### config.mk
export PLATFORM = sky130hd
export DESIGN_NAME = soc_mem_arbiter
export DESIGN_NICKNAME = d
export VERILOG_FILES = /design/src/rtl/soc_mem_arbiter.sv
export SDC_FILE = /design/constraint.sdc
export NUM_CORES = 1
export LEC_CHECK = 0
export ABC_AREA = 1
export BUFFER_PORTS_ARGS = -buffer_cell sky130_fd_sc_hd__buf_2
export CAP_MARGIN = 20
export CORE_AREA = 2 2 108 110
export CTS_CLUSTER_SIZE = 10
export DETAILED_ROUTE_END_ITERATION = 12
export DIE_AREA = 0 0 110 112
export SETUP_SLACK_MARGIN = 0.05
export SLEW_MARGIN = 25
export SYNTH_ARGS = -nofsm -noshare
export SYNTH_HDL_FRONTEND = slang
export SYNTH_SLANG_ARGS = --single-unit
### constraint.sdc
create_clock -name clk -period 1.6 [get_ports clk]
set_clock_uncertainty 0.2 [all_clocks]
set_input_delay 0.08 -clock clk [delete_from_list [all_inputs] [get_ports clk]]
set_output_delay 0.08 -clock clk [all_outputs]
set_load 0.01 [all_outputs]
### src/rtl/soc_mem_arbiter.sv
// N-master to single-port RAM arbiter with fixed-priority or round-robin selection,
// debug-halt grant masking and a fixed-latency read return path.
module soc_mem_arbiter #(
    parameter int DW       = 32,
    parameter int AW       = 32,
    parameter int NM       = 2,
    parameter int RD_LAT   = 1,
    parameter int ARB_MODE = 0
) (
    input  logic                 clk,
    input  logic                 rstn,
    input  logic [NM-1:0]        m_req,
    input  logic [NM-1:0]        m_we,
    input  logic [NM*DW/8-1:0]   m_wstrb,
    input  logic [NM*AW-1:0]     m_addr,
    input  logic [NM*DW-1:0]     m_wdata,
    input  logic                 halt_i,
    output logic [NM-1:0]        m_gnt,
    output logic [NM-1:0]        m_rvalid,
    output logic [DW-1:0]        m_rdata,
    output logic [DW/8-1:0]      s_wen,
    output logic                 s_ren,
    output logic [AW-1:0]        s_addr,
    output logic [DW-1:0]        s_wdata,
    input  logic [DW-1:0]        s_rdata,
    output logic                 busy
);

    localparam int SW = DW / 8;
    localparam int IW = $clog2(NM);
    localparam int CW = (RD_LAT > 1) ? $clog2(RD_LAT) : 1;
    localparam logic [NM-1:0] DBG_MASK = {1'b1, {(NM-1){1'b0}}};

    typedef enum logic [0:0] {
        ST_IDLE = 1'b0,
        ST_WAIT = 1'b1
    } state_t;

    state_t          state_r;
    state_t          state_nx_s;
    logic [IW-1:0]   ptr_r;
    logic [IW-1:0]   owner_r;
    logic [CW-1:0]   cnt_r;
    logic [NM-1:0]   elig_s;
    logic [IW-1:0]   win_s;
    logic [IW-1:0]   idx_s;
    logic            found_s;
    logic            last_s;
    int              sum_v;

    // While halted only the debug master stays eligible.
    assign elig_s = m_req & (halt_i ? DBG_MASK : {NM{1'b1}});
    assign busy   = (state_r != ST_IDLE);

    // Winner search: from index 0 in fixed mode, from ptr+1 with wrap in round-robin mode.
    always_comb begin
        win_s   = '0;
        found_s = 1'b0;
        sum_v   = 0;
        idx_s   = '0;
        for (int i = 0; i < NM; i++) begin
            sum_v   = (ARB_MODE == 1) ? (int'(ptr_r) + 1 + i) : i;
            idx_s   = IW'((sum_v >= NM) ? (sum_v - NM) : sum_v);
            win_s   = (elig_s[idx_s] && !found_s) ? idx_s : win_s;
            found_s = found_s | elig_s[idx_s];
        end
    end

    // Next-state and RAM-side/grant outputs.
    always_comb begin
        state_nx_s = state_r;
        m_gnt      = '0;
        s_wen      = '0;
        s_ren      = 1'b0;
        s_addr     = '0;
        s_wdata    = '0;
        last_s     = 1'b0;
        case (state_r)
            ST_IDLE: begin
                if (found_s) begin
                    m_gnt[win_s] = 1'b1;
                    s_addr       = m_addr[int'(win_s)*AW +: AW];
                    s_wdata      = m_wdata[int'(win_s)*DW +: DW];
                    if (m_we[win_s]) begin
                        s_wen      = m_wstrb[int'(win_s)*SW +: SW];
                        state_nx_s = ST_IDLE;
                    end else begin
                        s_ren      = 1'b1;
                        state_nx_s = ST_WAIT;
                    end
                end else begin
                    state_nx_s = ST_IDLE;
                end
            end
            ST_WAIT: begin
                if (cnt_r == CW'(RD_LAT - 1)) begin
                    last_s     = 1'b1;
                    state_nx_s = ST_IDLE;
                end else begin
                    state_nx_s = ST_WAIT;
                end
            end
            default: begin
                state_nx_s = ST_IDLE;
            end
        endcase
    end

    // State register, latency counter and read owner.
    always_ff @(posedge clk or negedge rstn) begin
        if (!rstn) begin
            state_r <= ST_IDLE;
            cnt_r   <= '0;
            owner_r <= '0;
        end else begin
            state_r <= state_nx_s;
            if (s_ren) begin
                owner_r <= win_s;
                cnt_r   <= '0;
            end else if (state_r == ST_WAIT) begin
                cnt_r   <= cnt_r + CW'(1);
            end else begin
                cnt_r   <= cnt_r;
            end
        end
    end

    // Round-robin pointer follows every accepted request, read or write.
    always_ff @(posedge clk or negedge rstn) begin
        if (!rstn) begin
            ptr_r <= IW'(NM - 1);
        end else if (|m_gnt) begin
            ptr_r <= win_s;
        end else begin
            ptr_r <= ptr_r;
        end
    end

    // Read return: data held until the next completion, valid pulses for one cycle.
    always_ff @(posedge clk or negedge rstn) begin
        if (!rstn) begin
            m_rvalid <= '0;
            m_rdata  <= '0;
        end else begin
            m_rvalid <= '0;
            if (last_s) begin
                m_rdata           <= s_rdata;
                m_rvalid[owner_r] <= 1'b1;
            end else begin
                m_rdata <= m_rdata;
            end
        end
    end

endmodule

==> Flow_metrics.wiki, run 1 <==
{| class="wikitable"
! Metric !! Value
|-
| Worst hold path class || in2reg
|-
| Die Height || 112 um
|-
| Hold WS || -0.0162 ns
|-
| Post-synthesis area per instance || 6.45 sq um
|-
| Max clock buf depth || 2
|-
| Pre-antenna DRT Iters || 5
|-
| Final design instance area without fill || 5100 sq um
|-
| Utilization of the core after routing || 45.6%
|-
| Cell types with the largest area share after synthesis || sky130_fd_sc_hd__dfrtp_1 37%, sky130_fd_sc_hd__nor2_1 20%, sky130_fd_sc_hd__o21ai_0 13%, sky130_fd_sc_hd__nand2_1 7.3%, sky130_fd_sc_hd__inv_1 5.3%
|-
| Via count of the first global-routing pass || 3430
|-
| Leading register cell type out of synthesis || sky130_fd_sc_hd__dfrtp_1
|-
| Die Width || 110 um
|-
| Initial antenna violation count || 1
|-
| Final critical delay including setup and external delays || 1.85 ns
|-
| Number of endpoints failing setup at the final stage || 88
|-
| Crit path required time || 1.32 ns
|-
| Cell count after synthesis || 392
|-
| Register bit total from synthesis || 37
|-
| Placed wire-length estimate || 8.89 mm
|-
| Detail-routed net length per standard cell || 14.4 um
|-
| Clock-pin slew of the registers on the worst-case setup and hold paths || 0.05 ns
|-
| DRC Markers || 0
|-
| Highest Clock Rate || 0.541 GHz
|-
| Largest fanout on the critical path || 7
|-
| Area of the die || 12300 sq um
|-
| Routed vias/inst || 4.22
|-
| Total number of vias || 3615
|-
| I/O pin count || 281
|-
| Start point of the worst hold path || m_we[0]
|-
| Kind of launch point of the worst setup path || flip-flop
|-
| Combined flip-flop and latch cell area || 926 sq um
|-
| Clock network latency to the later pin of the worst-skew pair || 0.27 ns
|-
| Terminus of the critical flop-to-flop path || m_rdata[24]
|-
| Result of the run || finished with violations
|-
| Post-synth EDFFs || 0
|-
| Min-Delay Endpoint || owner_r
|-
| Biggest area consumer among synthesized cells || sky130_fd_sc_hd__dfrtp_1
|-
| Number of stages on the worst hold path || 4
|-
| Power per Cell Area || 1330 nW/um^2
|-
| Final worst setup slack || -0.247 ns
|-
| WL final || 12.4 mm
|-
| Number of H-tree levels || 2
|-
| Reg2reg path depth || 3
|-
| Multi-input gate area || 1450 sq um
|-
| Final-layout setup total negative slack || -14.18 ns
|-
| Fraction of registers with async set/reset || 100%
|-
| Overall Power || 6.77 mW
|-
| Placement Cell Area || 4090 sq um
|-
| Layout Cells excl Fill || 857
|-
| Final Max Tran Viols || 0
|-
| Total global-route track usage || 18.6%
|-
| Area fraction of the dominant cell type after synthesis || 36.6%
|-
| Most common cell after layout, fill and taps aside || sky130_fd_sc_hd__buf_2
|-
| Worst slew margin relative to its limit || 50.0%
|-
| GP Congestion || 0.825
|-
| Synth-to-layout area growth || 101%
|-
| Synth Net Count || 567
|-
| TritonCTS clock tree || yes
|-
| Failing checks || hold timing, setup timing
|-
| Clock sinks || 37
|-
| Data arrival, critical path || 1.57 ns
|-
| Total clock buffers created by CTS || 5
|-
| Post-Syn Area || 2530 sq um
|-
| Synth warn || 0
|-
| Number of cell rows || 39
|-
| Port Buffers || 280
|-
| Launching point of the worst reg2reg path || busy
|-
| Pin count of the biggest net entering global routing || 67
|-
| Fillcell total || 1168
|-
| Highest-count cells in the layout ignoring fill and taps || 274 x sky130_fd_sc_hd__buf_2, 128 x sky130_fd_sc_hd__nor2_1, 45 x sky130_fd_sc_hd__nand2_1
|-
| Final global-route overflow total || 0
|-
| Share of layout cells above drive strength 1 || 51.5%
|-
| Root buf cell || sky130_fd_sc_hd__clkbuf_16
|-
| Core area || 11200 sq um
|-
| Initial Util || 22.6%
|-
| Share of the cycle needed by the critical path after routing || 115%
|-
| Violation count after the first detailed-routing iteration || 219
|-
| Max VDD drop || 0.773 mV
|-
| Count of unique library cells instantiated by Yosys || 18
|-
| Number of instances in the placed design || 800
|-
| Critical path capture point type || output port
|-
| Wire length of the first global-routing pass || 17.8 mm
|-
| Path type of the worst setup path || reg2out
|-
| Fin. Hold Viols || 1
|-
| Pre-CTS setup slack || -0.0228 ns
|-
| Final-stage net count || 887
|-
| Antenna Nets Post-Route || 0
|-
| Post-synthesis sequential area ratio || 36.6%
|-
| Leakage power figure || 2.88 nW
|-
| Register-to-register setup slack || -0.06 ns
|-
| RSZ-0062 raised after global routing || true
|-
| Max-cap violations || 0
|-
| Tightest Pin Transition || 0.751 ns
|}
[cell usage after synthesis (4+ instances only)]
| library cell | count |
|---|---|
| sky130_fd_sc_hd__a21oi_1 | 4 |
| sky130_fd_sc_hd__buf_2 | 10 |
| sky130_fd_sc_hd__buf_4 | 4 |
| sky130_fd_sc_hd__buf_6 | 6 |
| sky130_fd_sc_hd__clkbuf_1 | 8 |
| sky130_fd_sc_hd__dfrtp_1 | 37 |
| sky130_fd_sc_hd__inv_1 | 36 |
| sky130_fd_sc_hd__nand2_1 | 49 |
| sky130_fd_sc_hd__nor2_1 | 133 |
| sky130_fd_sc_hd__o21ai_0 | 66 |
| sky130_fd_sc_hd__o21ai_1 | 16 |
| sky130_fd_sc_hd__o21ai_2 | 14 |
[kinds of logic after synthesis]
group | after synthesis | share of synthesized area, %
flops | 37 | 36.6
simple gates | 189 | 28.9
buf+inv | 66 | 12.7
compound gates | 100 | 21.9
[how the worst max path moves through the flow]
stage,startpoint,endpoint,slack (ns),depth (start not counted)
CTS,busy,s_wdata[16],-0.27,8
global placement,busy,s_wdata[4],-0.005,7
floorplan,busy,s_addr[0],0.12,7
detailed placement,busy,m_rdata[24],-0.02,3
finish,busy,s_wdata[0],-0.25,8
global route,busy,s_addr[5],-0.34,8
[area by class of cell]
| class | instances | share of cell area (%) |
|---|---|---|
| Inverter | 38 | 2.80 |
| Multi-Input combinational cell | 289 | 28.4 |
| Clock inverter | 1 | 0.589 |
| Timing Repair Buffer | 341 | 43.6 |
| Sequential cell | 37 | 18.2 |
| Clock buffer | 7 | 2.80 |
| Tap cell | 143 | 3.51 |
| Antenna cell | 1 | 0.0491 |
[critical path, stage by stage, from the launching register on]
cell and delay (ns):
sky130_fd_sc_hd__dfrtp_1 0.38, sky130_fd_sc_hd__inv_2 0.10, sky130_fd_sc_hd__nand3_4 0.10, sky130_fd_sc_hd__nand2_8 0.11
sky130_fd_sc_hd__buf_12 0.15, sky130_fd_sc_hd__clkbuf_16 0.15, sky130_fd_sc_hd__o21ai_1 0.08, sky130_fd_sc_hd__nor2_1 0.08
sky130_fd_sc_hd__buf_2 0.13
[layer usage]
| layer | vias to the layer above | routed length, um | share of wire [%] | track usage [%] |
|---|---|---|---|---|
| met5 | - | 0 | 0 | 0 |
| met4 | 0 | 309 | 2.5 | 5.74 |
| met3 | 15 | 972 | 7.9 | 3.63 |
| met2 | 177 | 5920 | 48 | 32.0 |
| met1 | 1556 | 5150 | 42 | 23.0 |
| li1 | 1867 | - | - | - |
[sequential cells by signal, summed over array words and instances, names as in the netlist]
name / flops
m_rdata: 32
m_rvalid: 2
busy: 1
cnt_r: 1
owner_r: 1
[where the power goes]
group	switching [mW]	leakage, nW	internal, mW
Sequential	0.235	0.458	1.39
Combinational	2.13	2.34	1.89
Clock	0.344	0.0841	0.777
[repair_timing]
| item | CTS | global route |
|---|---|---|
| gates resized for setup | 56 | 39 |
| setup endpoints to repair | 99 | 105 |
| gates cloned | 5 | 3 |
| hold buffers | 33 | 0 |
| hold endpoints to repair | 70 | 0 |
| buffers inserted | 5 | 3 |
| pin swaps | 17 | 27 |
No activity file was read; power rests on OpenSTA's default activity.
==> inputs of run 2 (changes only) <==
==> constraint.sdc (replaced) <==
create_clock -name clk -period 1.6 [get_ports clk]
set_clock_uncertainty 0.2 [all_clocks]
set_input_delay 0.08 -clock clk [delete_from_list [all_inputs] [get_ports clk]]
set_output_delay 0.08 -clock clk [all_outputs]
set_load 0.005 [all_outputs]
==> run 2 against run 1 <==
  * The flow finishes with violations (setup timing)
  * Setup slack improved by 0.022 ns
  * Largest power group unchanged
  * Design area fell by 5.3%
  * Clock power is 14% higher
  * Via count grew 0.50%
  * Total power shrank 7.8%
  * Highest routed layer unchanged
  * Die area did not move
  * Routed wire length down 1.1%
==> Flow_metrics.wiki, run 2 (synthesized netlist as in run 1, its figures left out) <==
{| class="wikitable"
! Metric !! Value
|-
| Number of antenna repair diodes || 0 (-1)
|-
| Overall Power || 6.24 mW (-7.8%)
|-
| Violation count after the first detailed-routing iteration || 188 (-14%)
|-
| Tightest Pin Transition || 0.470 ns (-0.281 ns)
|-
| Detail-routed net length per standard cell || 14.4 um (about the same)
|-
| Share of the cycle needed by the critical path after routing || 114% (-1.4 points)
|-
| Die Height || 112 um (unchanged)
|-
| Utilization of the core after routing || 43.2% (-2.4 points)
|-
| Initial antenna violation count || 0 (-1)
|-
| Port Buffers || 280 (unchanged)
|-
| Root buf cell || sky130_fd_sc_hd__clkbuf_16
|-
| Placed wire-length estimate || 8.63 mm (-2.8%)
|-
| Number of stages on the worst hold path || 4 (unchanged)
|-
| Worst stage delay on the critical path || 0.38 ns (about the same)
|-
| Core area || 11200 sq um (unchanged)
|-
| Final worst setup slack || -0.225 ns (+0.0218 ns)
|-
| Area of the die || 12300 sq um (unchanged)
|-
| Number of cell rows || 39 (unchanged)
|-
| Total global-route track usage || 18.0% (-0.56 points)
|-
| Number of flip-flops in the largest register || 32 (unchanged)
|-
| Pin count of the biggest net entering global routing || 67 (unchanged)
|-
| Max VDD drop || 0.860 mV (+11%)
|-
| Registers with the highest flip-flop counts || m_rdata x32, m_rvalid x2
|-
| Die Width || 110 um (unchanged)
|-
| Failing checks || setup timing
|-
| Largest fanout on the critical path || 11 (+4)
|-
| Final Max Tran Viols || 0 (unchanged)
|-
| Register-to-register setup slack || 0.12 ns (+0.18 ns)
|-
| Result of the run || finished with violations
|-
| Terminus of the critical flop-to-flop path || m_rdata[29]
|-
| Highest-count cells in the layout ignoring fill and taps || 279 x sky130_fd_sc_hd__buf_2, 133 x sky130_fd_sc_hd__nor2_1, 43 x sky130_fd_sc_hd__o21ai_1
|-
| Path type of the worst setup path || reg2out
|-
| CP startpoint || busy
|-
| Synth-to-layout area growth || 90.9%
|-
| Data arrival, critical path || 1.55 ns (-0.02 ns)
|-
| Number of endpoints failing setup at the final stage || 69 (-22%)
|-
| GP Congestion || 0.796 (-3.5%)
|-
| Sequence of cells on the critical path || inv_2, nand3_4, nand2_4, buf_6, clkbuf_16, o21ai_0, nor2_1, buf_2
|-
| Power per Cell Area || 1290 nW/um^2 (-2.7%)
|-
| Highest Clock Rate || 0.548 GHz (+1.2%)
|-
| Final critical delay including setup and external delays || 1.83 ns (-0.0218 ns)
|-
| Antenna Nets Post-Route || 0 (unchanged)
|-
| Clock-pin slew of the registers on the worst-case setup and hold paths || 0.05 ns (about the same)
|-
| Number of H-tree levels || 2 (unchanged)
|-
| Max clock buf depth || 2 (unchanged)
|-
| TritonCTS clock tree || yes
|-
| Leakage power figure || 2.79 nW (-3.0%)
|-
| DRC Markers || 0 (unchanged)
|-
| Start point of the worst hold path || m_we[1]
|-
| Reg2reg path depth || 5 (+2)
|-
| Crit path required time || 1.32 ns (about the same)
|-
| Wire length of the first global-routing pass || 17.3 mm (-2.8%)
|-
| Final global-route overflow total || 0 (unchanged)
|-
| Worst hold path class || in2reg
|-
| RSZ-0062 raised after global routing || true
|-
| Launching point of the worst reg2reg path || busy
|-
| Clock network latency to the later pin of the worst-skew pair || 0.27 ns (about the same)
|-
| I/O pin count || 281 (unchanged)
|-
| Kind of launch point of the worst setup path || flip-flop
|-
| Slowest cell on the critical path || sky130_fd_sc_hd__dfrtp_1
|-
| Total clock buffers created by CTS || 5 (unchanged)
|-
| Initial Util || 22.6% (unchanged)
|-
| Final design instance area without fill || 4830 sq um (-5.3%)
|-
| Critical path capture point type || output port
|-
| Max-cap violations || 0 (unchanged)
|-
| Share of layout cells above drive strength 1 || 48.9% (-2.5 points)
|-
| Worst slew margin relative to its limit || 68.7% (+19 points)
|-
| Most common cell after layout, fill and taps aside || sky130_fd_sc_hd__buf_2
|-
| Final-stage net count || 879 (-0.90%)
|-
| Largest Register || m_rdata
|-
| Pre-antenna DRT Iters || 4 (-1)
|-
| Total number of vias || 3633 (+0.50%)
|-
| WL final || 12.2 mm (-1.1%)
|-
| Fin. Hold Viols || 0 (-1)
|-
| Clock sinks || 37 (unchanged)
|-
| Placement Cell Area || 4070 sq um (-0.55%)
|-
| Via count of the first global-routing pass || 3369 (-1.8%)
|-
| Routed vias/inst || 4.28 (+1.6%)
|-
| Hold WS || 0.0147 ns (+0.0308 ns)
|-
| Min-Delay Endpoint || owner_r
|}
run 2: repair_timing:
action                     4_1_cts  5_1_grt
resized for setup               33       28
hold endpoints to repair        71        0
setup buffers                    2        1
hold buffers                    34        0
setup endpoints to repair       92      104
gates cloned                     2        4
pin swaps                        9        6
run 2: how the worst max path moves through the flow:
stage                        endpoint
after global placement     s_wdata[6]
after global routing       s_wdata[2]
after CTS                 s_wdata[18]
after detailed placement   s_wdata[6]
after floorplan             s_addr[0]
final                      s_addr[17]
run 2: layout make-up:
cell class | instances | area, sq um
fillers | 1175 | 6350
repair buffers | 331 | 2010
multi-input cells | 291 | 1370
flip-flops and latches | 37 | 926
well taps | 143 | 179
inverters | 38 | 143
clock buffers | 5 | 125
clock inverters | 3 | 68.8
run 2: power by group:
part / total [mW] / internal (mW) / switching (mW)
Sequential: 1.64 / 1.39 / 0.252
Clock: 1.28 / 0.898 / 0.378
Combinational: 3.32 / 1.59 / 1.73
Total: 6.24 / 3.87 / 2.36
run 2: per-layer routing:
metal	GRT usage (%)	routed length [um]
met1	21.7	4940
met2	32.0	6150
met3	3.86	979
met4	4.30	146
met5	0	0
run 2: critical path: cells and delay by family, from the launching register on:
kind                   cells  cell delay (ns)
AND/OR/NAND/NOR            3             0.28
flip-flops                 1             0.38
AO/OA/AOI/OAI              1             0.08
buffers and inverters      4             0.53
run 2: metrics by stage:
step,cells,setup TNS (ns),worst slack [ns]
3_3_place_gp,797,0,0.00815
6_report,848,-11.33,-0.225
4_1_cts,843,-10.42,-0.204
5_1_grt,848,-18.51,-0.317
3_5_place_dp,797,-0.0107,-0.00671
2_1_floorplan,392,0,0.214
==> inputs of run 3 (changes only) <==
--- a/config.mk
+++ b/config.mk
@@ -5,14 +5,15 @@
 export SDC_FILE = /design/constraint.sdc
 export NUM_CORES = 1
 export LEC_CHECK = 0
-export ABC_AREA = 1
 export BUFFER_PORTS_ARGS = -buffer_cell sky130_fd_sc_hd__buf_2
 export CAP_MARGIN = 20
-export CORE_AREA = 2 2 108 110
+export CELL_PAD_IN_SITES_DETAIL_PLACEMENT = 0
+export CELL_PAD_IN_SITES_GLOBAL_PLACEMENT = 1
+export CORE_ASPECT_RATIO = 2
+export CORE_UTILIZATION = 23
 export CTS_CLUSTER_SIZE = 10
 export DETAILED_ROUTE_END_ITERATION = 12
-export DIE_AREA = 0 0 110 112
-export SETUP_SLACK_MARGIN = 0.05
+export PLACE_DENSITY_LB_ADDON = 0.1
 export SLEW_MARGIN = 25
 export SYNTH_ARGS = -nofsm -noshare
 export SYNTH_HDL_FRONTEND = slang
==> run 3 against run 2 <==
  * The flow still finishes with violations (setup timing)
  * Via count rose by 6.0%
  * Sequential share of layout area is 0.82 points lower
  * Count of clock-buffer cells in the layout did not move
  * Critical path type unchanged
  * Largest cell class unchanged
==> Flow_metrics.wiki, run 3 <==
{| class="wikitable"
! Metric !! Value
|-
| Pre-CTS setup slack || 0.0698 ns (+0.0765 ns)
|-
| Number of H-tree levels || 2 (unchanged)
|-
| Worst slew margin relative to its limit || 73.2% (+4.5 points)
|-
| Detail-routed net length per standard cell || 16.6 um (+15%)
|-
| Biggest area consumer among synthesized cells || sky130_fd_sc_hd__dfrtp_1
|-
| Max VDD drop || 0.709 mV (-18%)
|-
| Number of antenna repair diodes || 0 (unchanged)
|-
| Die Width || 78.9 um (-28%)
|-
| Leading register cell type out of synthesis || sky130_fd_sc_hd__dfrtp_1
|-
| Clock-pin slew of the registers on the worst-case setup and hold paths || 0.05 ns (about the same)
|-
| Share of layout cells above drive strength 1 || 60.2% (+11 points)
|-
| Highest-count cells in the layout ignoring fill and taps || 280 x sky130_fd_sc_hd__buf_2, 68 x sky130_fd_sc_hd__nand3_1, 64 x sky130_fd_sc_hd__o21ai_0
|-
| Initial Util || 23.8% (+1.2 points)
|-
| Failing checks || setup timing
|-
| Fillcell total || 1198 (+2.0%)
|-
| Max clock buf depth || 2 (unchanged)
|-
| Synth Net Count || 512 (-9.7%)
|-
| Wire length of the first global-routing pass || 17.9 mm (+3.5%)
|-
| Final design instance area without fill || 5040 sq um (+4.5%)
|-
| TritonCTS clock tree || yes
|-
| Initial antenna violation count || 0 (unchanged)
|-
| Pre-antenna DRT Iters || 4 (unchanged)
|-
| Leakage power figure || 2.49 nW (-11%)
|-
| Post-Syn Area || 2720 sq um (+7.5%)
|-
| Most instantiated cells after synthesis || 68 x sky130_fd_sc_hd__nand3_1, 65 x sky130_fd_sc_hd__a21oi_1, 64 x sky130_fd_sc_hd__o21ai_0
|-
| Overall Power || 5.46 mW (-12%)
|-
| Antenna Nets Post-Route || 0 (unchanged)
|-
| Fraction of registers with async set/reset || 100% (unchanged)
|-
| Slowest cell on the critical path || sky130_fd_sc_hd__dfrtp_1
|-
| Total clock buffers created by CTS || 5 (unchanged)
|-
| Highest Clock Rate || 0.605 GHz (+10%)
|-
| Pin count of the biggest net entering global routing || 44 (-34%)
|-
| Clock network latency to the later pin of the worst-skew pair || 0.28 ns (about the same)
|-
| Die Height || 156 um (+39%)
|-
| Placement Cell Area || 4250 sq um (+4.4%)
|-
| Via count of the first global-routing pass || 3576 (+6.1%)
|-
| Kind of launch point of the worst setup path || flip-flop
|-
| Most common cell after layout, fill and taps aside || sky130_fd_sc_hd__buf_2
|-
| GP Congestion || 0.819 (+2.9%)
|-
| Area fraction of the dominant cell type after synthesis || 34.0% (-2.6 points)
|-
| Port Buffers || 280 (unchanged)
|-
| Core area || 11400 sq um (+2.2%)
|-
| Largest Register || m_rdata
|-
| DRC Markers || 0 (unchanged)
|-
| Fin. Hold Viols || 0 (unchanged)
|-
| Post-synthesis area per instance || 8.07 sq um (+25%)
|-
| Buffers plus inverters on the worst setup path || 3 (-1)
|-
| Synth-to-layout area growth || 85.5%
|-
| Number of instances in the placed design || 732 (-8.2%)
|-
| Total global-route track usage || 18.6% (+0.64 points)
|-
| Layout Cells excl Fill || 783 (-7.7%)
|-
| Cell types with the largest area share after synthesis || sky130_fd_sc_hd__dfrtp_1 34%, sky130_fd_sc_hd__mux2_2 14%, sky130_fd_sc_hd__nand3_1 13%, sky130_fd_sc_hd__a21oi_1 12%, sky130_fd_sc_hd__o21ai_0 12%
|-
| WL final || 13.0 mm (+6.3%)
|-
| Cell count after synthesis || 337 (-14%)
|-
| Synth warn || 0 (unchanged)
|-
| Final worst setup slack || -0.0542 ns (+0.171 ns)
|-
| Violation count after the first detailed-routing iteration || 137 (-27%)
|-
| Post-synthesis sequential area ratio || 34.0% (-2.6 points)
|-
| Final-stage net count || 815 (-7.3%)
|-
| Final Max Tran Viols || 0 (unchanged)
|-
| Most repeated cell in the gate-level netlist after synthesis || sky130_fd_sc_hd__nand3_1
|-
| RSZ-0062 raised after global routing || true
|-
| Placed wire-length estimate || 8.62 mm (-0.20%)
|-
| Root buf cell || sky130_fd_sc_hd__clkbuf_16
|-
| Number of cell rows || 55 (+41%)
|-
| Critical path capture point type || output port
|-
| Path type of the worst setup path || reg2out
|-
| Final global-route overflow total || 0 (unchanged)
|-
| Kind of cell adding the most delay to the critical path || buffers and inverters
|-
| Register bit total from synthesis || 37 (unchanged)
|-
| Data arrival, critical path || 1.37 ns (-0.18 ns)
|-
| Max-cap violations || 0 (unchanged)
|-
| Routed vias/inst || 4.92 (+15%)
|-
| Hold WS || 0.0306 ns (+0.0159 ns)
|-
| Total number of vias || 3852 (+6.0%)
|-
| Power per Cell Area || 1080 nW/um^2 (-16%)
|-
| Final-layout setup total negative slack || -1.29 ns (+10.04 ns)
|-
| Largest fanout on the critical path || 15 (+4)
|-
| Share of the cycle needed by the critical path after routing || 103% (-11 points)
|-
| Worst hold path class || in2reg
|-
| Utilization of the core after routing || 44.2% (+0.95 points)
|-
| Number of endpoints failing setup at the final stage || 53 (-23%)
|-
| Post-synth EDFFs || 0 (unchanged)
|-
| Area of the die || 12300 sq um (-0.23%)
|-
| Final critical delay including setup and external delays || 1.65 ns (-0.171 ns)
|-
| Worst stage delay on the critical path || 0.41 ns (+0.03 ns)
|-
| Tightest Pin Transition || 0.398 ns (-0.0720 ns)
|-
| Crit path required time || 1.32 ns (about the same)
|-
| Number of flip-flops in the largest register || 32 (unchanged)
|-
| Sequence of cells on the critical path || inv_2, o21ai_4, buf_6, a21oi_1, buf_2
|-
| Clock sinks || 37 (unchanged)
|-
| Multi-input gate area || 1710 sq um (+25%)
|-
| I/O pin count || 281 (unchanged)
|-
| Count of unique library cells instantiated by Yosys || 26 (+8)
|-
| Combined flip-flop and latch cell area || 926 sq um (unchanged)
|-
| Result of the run || finished with violations
|-
| Registers with the highest flip-flop counts || m_rdata x32, m_rvalid x2
|}
## run 3: timing repair
action / in CTS / in global routing
hold endpoints to repair: 71 / 0
setup buffers: 1 / 1
hold buffers: 35 / 0
resized for setup: 6 / 39
cloned: 1 / 5
setup endpoints to repair: 64 / 67
## run 3: worst paths after layout
| path | from | end | slack [ns] | depth (start not counted) |
|---|---|---|---|---|
| max | busy | s_wdata[3] | -0.05 | 5 |
| max in group asynchronous | rstn | m_rdata[27] | 0.32 | 3 |
| max reg2reg | cnt_r | m_rdata[29] | 0.15 | 3 |
| min reg2reg | owner_r | m_rvalid[0] | 0.22 | 1 |
| min | m_we[1] | owner_r | 0.03 | 4 |
| min in group asynchronous | rstn | m_rdata[8] | 0.17 | 3 |
## run 3: area by class of cell
type	count	area share (%)
timing repair buffer	338	41.1
inverter	3	0.223
clock buffer	5	2.48
clock inverter	3	0.347
sequential	37	18.4
tap	142	3.52
multi-input combinational	255	33.9
## run 3: tightest hold or removal path, delay by kind of cell
kind / cells / cell delay, ns
simple gates: 1 / 0.11
compound gates: 2 / 0.19
buf+inv: 1 / 0.09
## run 3: per-layer routing
layer / GRT usage [%] / wire length [um] / up-vias
li1: - / - / 1824
met1: 20.3 / 4680 / 1816
met2: 35.7 / 7250 / 196
met3: 1.70 / 776 / 16
met4: 7.71 / 273 / 0
met5: 0 / 0 / -
## run 3: power by group
| group | leakage [nW] | switching, mW | total [mW] | internal (mW) |
|---|---|---|---|---|
| clock network | 0.0696 | 0.372 | 0.942 | 0.570 |
| registers | 0.434 | 0.202 | 1.60 | 1.40 |
| logic | 1.98 | 1.34 | 2.92 | 1.58 |
| total | 2.49 | 1.91 | 5.46 | 3.55 |
## run 3: cells by family (layout without fill, tap and decap cells)
kind of cell | after synthesis | count (layout) | share of synthesized area [%]
xor+xnor | 1 | 1 | 0.322
compound gates | 140 | 140 | 26.7
mux | 34 | 34 | 14.0
flops | 37 | 37 | 34.0
buf+inv | 45 | 349 | 10.0
simple gates | 80 | 80 | 14.9
